## src/rtl/sys_reset_pkg.sv

```systemverilog
// Shared definitions for the system reset controller: state encoding, reset-cause codes, counter width.
package sys_reset_pkg;

    localparam int CNT_W = 16;

    typedef enum logic [2:0] {
        ST_HOLD      = 3'd0,
        ST_WAIT_LOCK = 3'd1,
        ST_IO_REL    = 3'd2,
        ST_RUN       = 3'd3,
        ST_SOFT      = 3'd4
    } state_t;

    localparam logic [1:0] CAUSE_EXT  = 2'b00;
    localparam logic [1:0] CAUSE_LOCK = 2'b01;
    localparam logic [1:0] CAUSE_SOFT = 2'b10;

    function automatic logic [CNT_W-1:0] load_val(input int p);
        return CNT_W'(p - 1);
    endfunction

endpackage

```

## src/rtl/sys_reset_ctrl_sync_bit.sv

```systemverilog
// Multi-flop synchroniser for a single asynchronous level; clears to 0 on reset.
module sync_bit #(
    parameter int STAGES = 2
) (
    input  logic clk_i,
    input  logic rst_ni,
    input  logic d_i,
    output logic q_o
);

    logic [STAGES-1:0] sync_q;

    always_ff @(posedge clk_i or negedge rst_ni) begin
        if (!rst_ni) sync_q <= '0;
        else         sync_q <= {sync_q[STAGES-2:0], d_i};
    end

    assign q_o = sync_q[STAGES-1];

endmodule

```

## src/rtl/sys_reset_ctrl.sv

```systemverilog
// Sequences IO then core reset release from a filtered PLL lock flag; handles soft core resets
// and records the cause of the most recent reset.
module sys_reset_ctrl
    import sys_reset_pkg::*;
#(
    parameter int SYNC_STAGES = 2,
    parameter int LOCK_FILTER = 1024,
    parameter int STAGGER     = 16,
    parameter int SOFT_LEN    = 8
) (
    input  logic       Clock,
    input  logic       Reset_N,
    input  logic       Locked,
    input  logic       Soft_Reset_Req,
    output logic       IO_Reset_N,
    output logic       Core_Reset_N,
    output logic       Ready,
    output logic [1:0] Reset_Cause
);

    if (SYNC_STAGES < 2)                       $error("sys_reset_ctrl: SYNC_STAGES must be >= 2");
    if (LOCK_FILTER < 1 || LOCK_FILTER > 65535) $error("sys_reset_ctrl: LOCK_FILTER out of range");
    if (STAGGER < 1 || STAGGER > 65535)         $error("sys_reset_ctrl: STAGGER out of range");
    if (SOFT_LEN < 1 || SOFT_LEN > 65535)       $error("sys_reset_ctrl: SOFT_LEN out of range");

    localparam logic [CNT_W-1:0] LF_LD = load_val(LOCK_FILTER);
    localparam logic [CNT_W-1:0] ST_LD = load_val(STAGGER);
    localparam logic [CNT_W-1:0] SL_LD = load_val(SOFT_LEN);

    logic lock_s;

    sync_bit #(.STAGES(SYNC_STAGES)) u_lock_sync (
        .clk_i  (Clock),
        .rst_ni (Reset_N),
        .d_i    (Locked),
        .q_o    (lock_s)
    );

    state_t           state_q, state_d;
    logic [CNT_W-1:0] cnt_q, cnt_d;
    logic             io_q, io_d, core_q, core_d, rdy_q, rdy_d;
    logic [1:0]       cause_q, cause_d;

    always_ff @(posedge Clock or negedge Reset_N) begin
        if (!Reset_N) begin
            state_q <= ST_HOLD;
            cnt_q   <= '0;
            io_q    <= 1'b0;
            core_q  <= 1'b0;
            rdy_q   <= 1'b0;
            cause_q <= CAUSE_EXT;
        end else begin
            state_q <= state_d;
            cnt_q   <= cnt_d;
            io_q    <= io_d;
            core_q  <= core_d;
            rdy_q   <= rdy_d;
            cause_q <= cause_d;
        end
    end

    always_comb begin
        state_d = state_q;
        cnt_d   = cnt_q;
        io_d    = io_q;
        core_d  = core_q;
        rdy_d   = rdy_q;
        cause_d = cause_q;
        case (state_q)
            ST_HOLD: begin
                io_d   = 1'b0;
                core_d = 1'b0;
                rdy_d  = 1'b0;
                if (lock_s) begin
                    state_d = ST_WAIT_LOCK;
                    cnt_d   = LF_LD;
                end
            end
            ST_WAIT_LOCK: begin
                // A glitch here restarts the filter but is not a recorded lock loss.
                if (!lock_s)          state_d = ST_HOLD;
                else if (cnt_q != '0) cnt_d = cnt_q - 1'b1;
                else begin
                    state_d = ST_IO_REL;
                    io_d    = 1'b1;
                    cnt_d   = ST_LD;
                end
            end
            ST_IO_REL, ST_RUN, ST_SOFT: begin
                if (!lock_s) begin
                    state_d = ST_HOLD;
                    io_d    = 1'b0;
                    core_d  = 1'b0;
                    rdy_d   = 1'b0;
                    cause_d = CAUSE_LOCK;
                end else if (state_q != ST_IO_REL && Soft_Reset_Req) begin
                    // Entering SOFT, or extending it from the request cycle.
                    state_d = ST_SOFT;
                    core_d  = 1'b0;
                    rdy_d   = 1'b0;
                    cnt_d   = SL_LD;
                    cause_d = CAUSE_SOFT;
                end else if (state_q != ST_RUN) begin
                    if (cnt_q == '0) begin
                        state_d = ST_RUN;
                        core_d  = 1'b1;
                        rdy_d   = 1'b1;
                    end else begin
                        cnt_d = cnt_q - 1'b1;
                    end
                end
            end
            default: begin
                state_d = ST_HOLD;
                io_d    = 1'b0;
                core_d  = 1'b0;
                rdy_d   = 1'b0;
            end
        endcase
    end

    assign IO_Reset_N   = io_q;
    assign Core_Reset_N = core_q;
    assign Ready        = rdy_q;
    assign Reset_Cause  = cause_q;

endmodule

```

## config.mk

```make
export PLATFORM = sky130hd
export DESIGN_NAME = sys_reset_ctrl
export DESIGN_NICKNAME = d
export VERILOG_FILES = /design/src/rtl/sys_reset_pkg.sv /design/src/rtl/sys_reset_ctrl_sync_bit.sv /design/src/rtl/sys_reset_ctrl.sv
export SDC_FILE = /design/constraint.sdc
export NUM_CORES = 1
export LEC_CHECK = 0
export CAP_MARGIN = 20
export CORE_MARGIN = 2
export CORE_UTILIZATION = 63
export DETAILED_ROUTE_END_ITERATION = 8
export MAX_ROUTING_LAYER = met4
export PLACE_DENSITY_LB_ADDON = 0.12
export SETUP_SLACK_MARGIN = 0.02
export SYNTH_ARGS = -nofsm -noshare
export SYNTH_HDL_FRONTEND = slang
export SYNTH_SLANG_ARGS = --single-unit
```

## constraint.sdc

```tcl
create_clock -name Clock -period 5.3 [get_ports Clock]
set_clock_uncertainty 0.2 [all_clocks]
set_input_delay 1.06 -clock Clock [delete_from_list [all_inputs] [get_ports Clock]]
set_output_delay 1.06 -clock Clock [all_outputs]
set_load 0.01 [all_outputs]
```

# Word-level counts from Yosys, hierarchy flattened
# Cells that the tools add are included.
# classes
addsub	1
eq_ne	17
n_mux	27
bitwise_logic	1
n_reduce_logical	11
# op_table
cell	n
two-way mux 16 bit	7
one-hot mux 16 bit (3 select lines)	1
two-way mux 3 bit	7
logical NOT 16 bit	1
nonzero test 16 bit	1
subtractor 16 x 1 -> 16 bit (second input constant)	1
!= test 3 bit (second input constant)	3
one-hot mux 3 bit (3 select lines)	1
!= test 4 bit (second input constant)	2
two-way mux 1 bit	7
equality test 3 x 2 -> 1 bit (second input constant)	2
!= test 2 x 1 -> 1 bit (second input constant)	3
!= test 2 bit (second input constant)	3
!= test 3 x 2 -> 1 bit (second input constant)	2
AND reduction 3 bit	2
AND reduction 6 bit	1
two-way mux 2 bit	2
one-hot mux 1 bit (2 select lines)	2
AND reduction 4 bit	1
equality test 3 x 1 -> 1 bit (second input constant)	1
equality test 3 bit (second input constant)	1
logical NOT 3 bit	1
nonzero test 3 bit	1
OR reduction 3 bit	1
other kinds (3)	3
# totals
reg_bits	25
word_cells	63

# Depth between registers and ports, before layout
# logic_depth
depth_word	6
ltp_mapped	8
ltp_nobuf	7

# Cells and area by module
# A second synthesis with hierarchy kept.
# hier_totals
hier_cells	193
hier_area_um2	1681.6
# modules_own_cells
mod	n_inst	cells_per_inst	area_each_um2	seq_area_each_um2
sys_reset_ctrl	1	191	1631.6	575.6
sync_bit	1	2	50.0	50.0

# Worst setup path after synthesis
# OpenSTA, ideal clock, no wires.
# synth_path
path_type	input to register
start	input Soft_Reset_Req
end	register cnt_q[7]
setup_ps	121
t_arrival_ps	2180
required_ps	4979
setup_slack_ps	2799
cell_stages	6
path_cell_list	buf_2 > nand2_1 > a2bb2oi_1 > o211a_4 > o21ai_1 > a22o_1
# synth_between
elab_chain_len	4
word_cells_on_any_way	7
# synth_lines
item	line	rtl
start: declaration	sys_reset_ctrl.sv:14	input logic Soft_Reset_Req,
logical AND 1 bit *	sys_reset_ctrl.sv:96	end else if (state_q != ST_IO_REL && Soft_Reset_Req) begin
two-way mux 16 bit	sys_reset_ctrl.sv:96	
two-way mux 16 bit	sys_reset_ctrl.sv:90	if (!lock_s) begin
one-hot mux 16 bit (3 select lines)	sys_reset_ctrl.sv:69	case (state_q)
end signal: assignment	sys_reset_ctrl.sv:54	cnt_q <= cnt_d;
end: declaration	sys_reset_ctrl.sv:40	logic [CNT_W-1:0] cnt_q, cnt_d;
# Every way passes the cells marked *; elsewhere a longest branch is shown, timed or not. The select of a mux whose other input is x is not followed.
# A chain may end at the register's enable or synchronous reset.

# Final worst setup path
# Same ends and word-level chain as after synthesis.

==> key figures <==
Yosys
  – Syn avg cell area: 8.96 µm²
  – Largest area contributor in the netlist: dfrtp_1
  – Count leader, synth: dfrtp_1
  – Yosys Warn Count: 0
  – Top cell type's share of synthesized area: 39.7%
  – Main synth FF type: dfrtp_1
  – Synth Cell Area: 1580 µm²
  – Netlist cell types: 52
  – Top cells by count, synth: dfrtp_1, a21oi_1, nor2_1
  – Largest cells by area after synthesis: dfrtp_1, a21oi_1, o21ai_0, nor2_1, nand3_1
  – Post-synthesis sequential area ratio: 39.7%
  – Number of synthesized flops with an enable pin: 0
  – Synth Register Bits: 25
  – Post-synthesis cell count: 176
  – Asr flop ratio synth: 100%
  – Syn nets: 182

STA
  – Headroom to the max-slew limit: 58.2%
  – Max-slew violations: 0
  – Endpoints failing setup: 0
  – Setup tns final: 0 ns
  – Final period util: 58.1%
  – Tmin final: 3.08 ns
  – Peak Freq: 324 MHz
  – Worst slew pin tran: 0.625 ns
  – Hold Violations, Final: 0
  – Unrepaired setup endpoints after global routing: no

Detailed routing
  – Vias post-DR: 1411
  – Post-DRT Antenna Nets: 0
  – Initial DRC count: 41
  – Initial DRT Pass Iterations: 4
  – DRC Markers: 0
  – Final Routed Wirelength: 3.59 mm
  – Vias/cell: 6.75
  – WL/cell: 17.2 µm

Cells and area
  – Synth-to-Final Area Change: 6.34%
  – Final net count: 186
  – Non-Filler Instances: 209
  – Multi-input combinational cell area: 866 µm²
  – Fill count: 208
  – Layout cells sized above 1: 8.38%
  – Final Cell Area: 1680 µm²
  – Inserted Diodes: 0
  – Register area: 626 µm²

Placement
  – # port buffers: 8
  – Detailed placement HPWL: 2.60 mm
  – Area post-placement: 1640 µm²
  – Placed Cells: 204
  – Gpl congestion: 0.888

Critical path
  – CP max-delay cell: clkdlybuf4s50_1
  – Crit end category: register
  – Critical R2R Launch: cnt_q[0]
  – Crit path DAT: 3.09 ns
  – Max FO, Critical Path: 17
  – Buffers and inverters on the worst path: 1
  – Setup CP Type: input pin to register
  – Crit path largest cell delay: 0.72 ns
  – CP cell instances: clkdlybuf4s50_1, nand2_1, a2bb2oi_1, o211a_4, o21ai_1, a22o_1
  – Crit. Startpoint: Soft_Reset_Req
  – Worst EP required: 5.31 ns
  – Reg-to-reg endpoint: cnt_q[7]
  – R2R setup slack: 2.78 ns
  – R2R depth: 7
  – Startpoint types: input pin
  – Top Family by Delay on Critical Path: compound AO/OA/AOI/OAI gates

Clocking
  – Clock Sink Count: 25
  – CTS tree: done
  – Clk_lat worst skew: 0.31 ns
  – CTS Hold Bufs: 0
  – Clk root buf: clkbuf_4
  – Number of setup buffers added after CTS: 0
  – Num CTS Buffers: 3
  – Htree depth: 1
  – Clock slew at reported path FFs: 0.13 ns
  – Clock Tree Buf Depth: 2
  – # resized after CTS: 0

Global route
  – Grt total ovfl: 0
  – First-pass GRT wire length: 5.98 mm
  – Largest net degree at the start of global routing: 26
  – Total track usage: 28.8%
  – Vias in the first global route: 1372
  – Initial antenna violation count: 0

Pwr
  – Pwr/cell area: 217 nW/µm²
  – VDD IR max: 0.237 mV
  – Leak: 0.644 nW

Floorplan
  – Core area: 2430 µm²
  – Core Rows: 18
  – DIE HEIGHT: 54.0 µm
  – Die Wd: 54.0 µm
  – I/O pin cnt: 9
  – Full die area: 2920 µm²
  – Starting density of the core: 64.9%

Hold path
  – Hold Crit Start: u_lock_sync.sync_q[0]
  – WHS Path Cells: 0
  – Worst hold path class: register to register
  – Worst Hold End: u_lock_sync.sync_q[1]

Run
  – Maxcap violations: 0

Status
  – Outcome: completed
## through the flow
stage	power, W	util (%)	hold slack (ns)	worst slack, ns
finish	0.000363	69.0	0.176	2.22
global route	0.000386	69.0	0.190	2.13
CTS	0.000366	68.4	0.180	2.30
detailed placement	0.000281	67.2	0.141	1.96
global placement	0.000277	67.2	0.133	2.07
floorplan	0.000265	-	0.131	2.80
## sequential cells by signal (all words and copies together) (netlist names)
| name | cells |
|---|---|
| IO_Reset_N | 1 |
| Ready | 1 |
| Reset_Cause | 2 |
| cnt_q | 16 |
| state_q | 3 |
| u_lock_sync.sync_q | 2 |
## placed cells by master, fill, tap and decap left out, types with 3 or more instances in the layout
cell type	netlist	final
dfrtp_1	25	25
a21oi_1	16	16
nor2_1	14	14
nand2_1	12	12
o21ai_0	11	11
nand3_1	9	9
clkdlybuf4s50_1	0	8
inv_1	7	7
nor3_1	6	6
a31oi_1	6	6
o21ai_1	5	5
nor2b_1	4	4
a22o_1	4	4
o22ai_1	3	3
clkbuf_4	0	3
## worst max-delay path by stage
stage               end  slack (ns)  cells past startpoint
3_5_place_dp   cnt_q[7]        1.96                      6
4_1_cts        cnt_q[7]        2.30                      6
5_1_grt        cnt_q[7]        2.13                      6
6_report       cnt_q[7]        2.22                      6
2_1_floorplan  cnt_q[7]        2.80                      6
3_3_place_gp   cnt_q[7]        2.07                      6
## metal layers
| layer | up-vias | track usage [%] | share of wire, % |
|---|---|---|---|
| li1 | 664 | - | - |
| met1 | 685 | 34.8 | 42 |
| met2 | 48 | 50.0 | 52 |
| met3 | 14 | 3.89 | 4.3 |
| met4 | 0 | 9.17 | 2.3 |
| met5 | - | - | 0 |
## final cells by class
cell class,count,area share [%]
multi-input combinational,134,51.6
sequential,25,37.3
timing repair buffer,9,5.67
tap,30,2.24
inverter,7,1.57
clock buffer,3,1.34
clock inverter,1,0.298
## power breakdown
part           switching, W   total, W  leakage (nW)  internal [W]
sequential        0.0000222   0.000226         0.306      0.000204
combinational     0.0000293  0.0000537         0.320     0.0000244
clock             0.0000556  0.0000837        0.0177     0.0000281
## logic make-up (layout without fill, tap and decap cells)
family	count (synthesis)	after routing	share of synthesized area (%)
AO/OA/AOI/OAI	67	67	29.6
flip-flops	25	25	39.7
adder cells (fa/ha/maj)	2	2	1.59
XOR/XNOR	2	2	1.11
AND/OR/NAND/NOR	63	63	22.6
buffers and inverters	17	20	5.47
(Power assumes the default switching activity.)
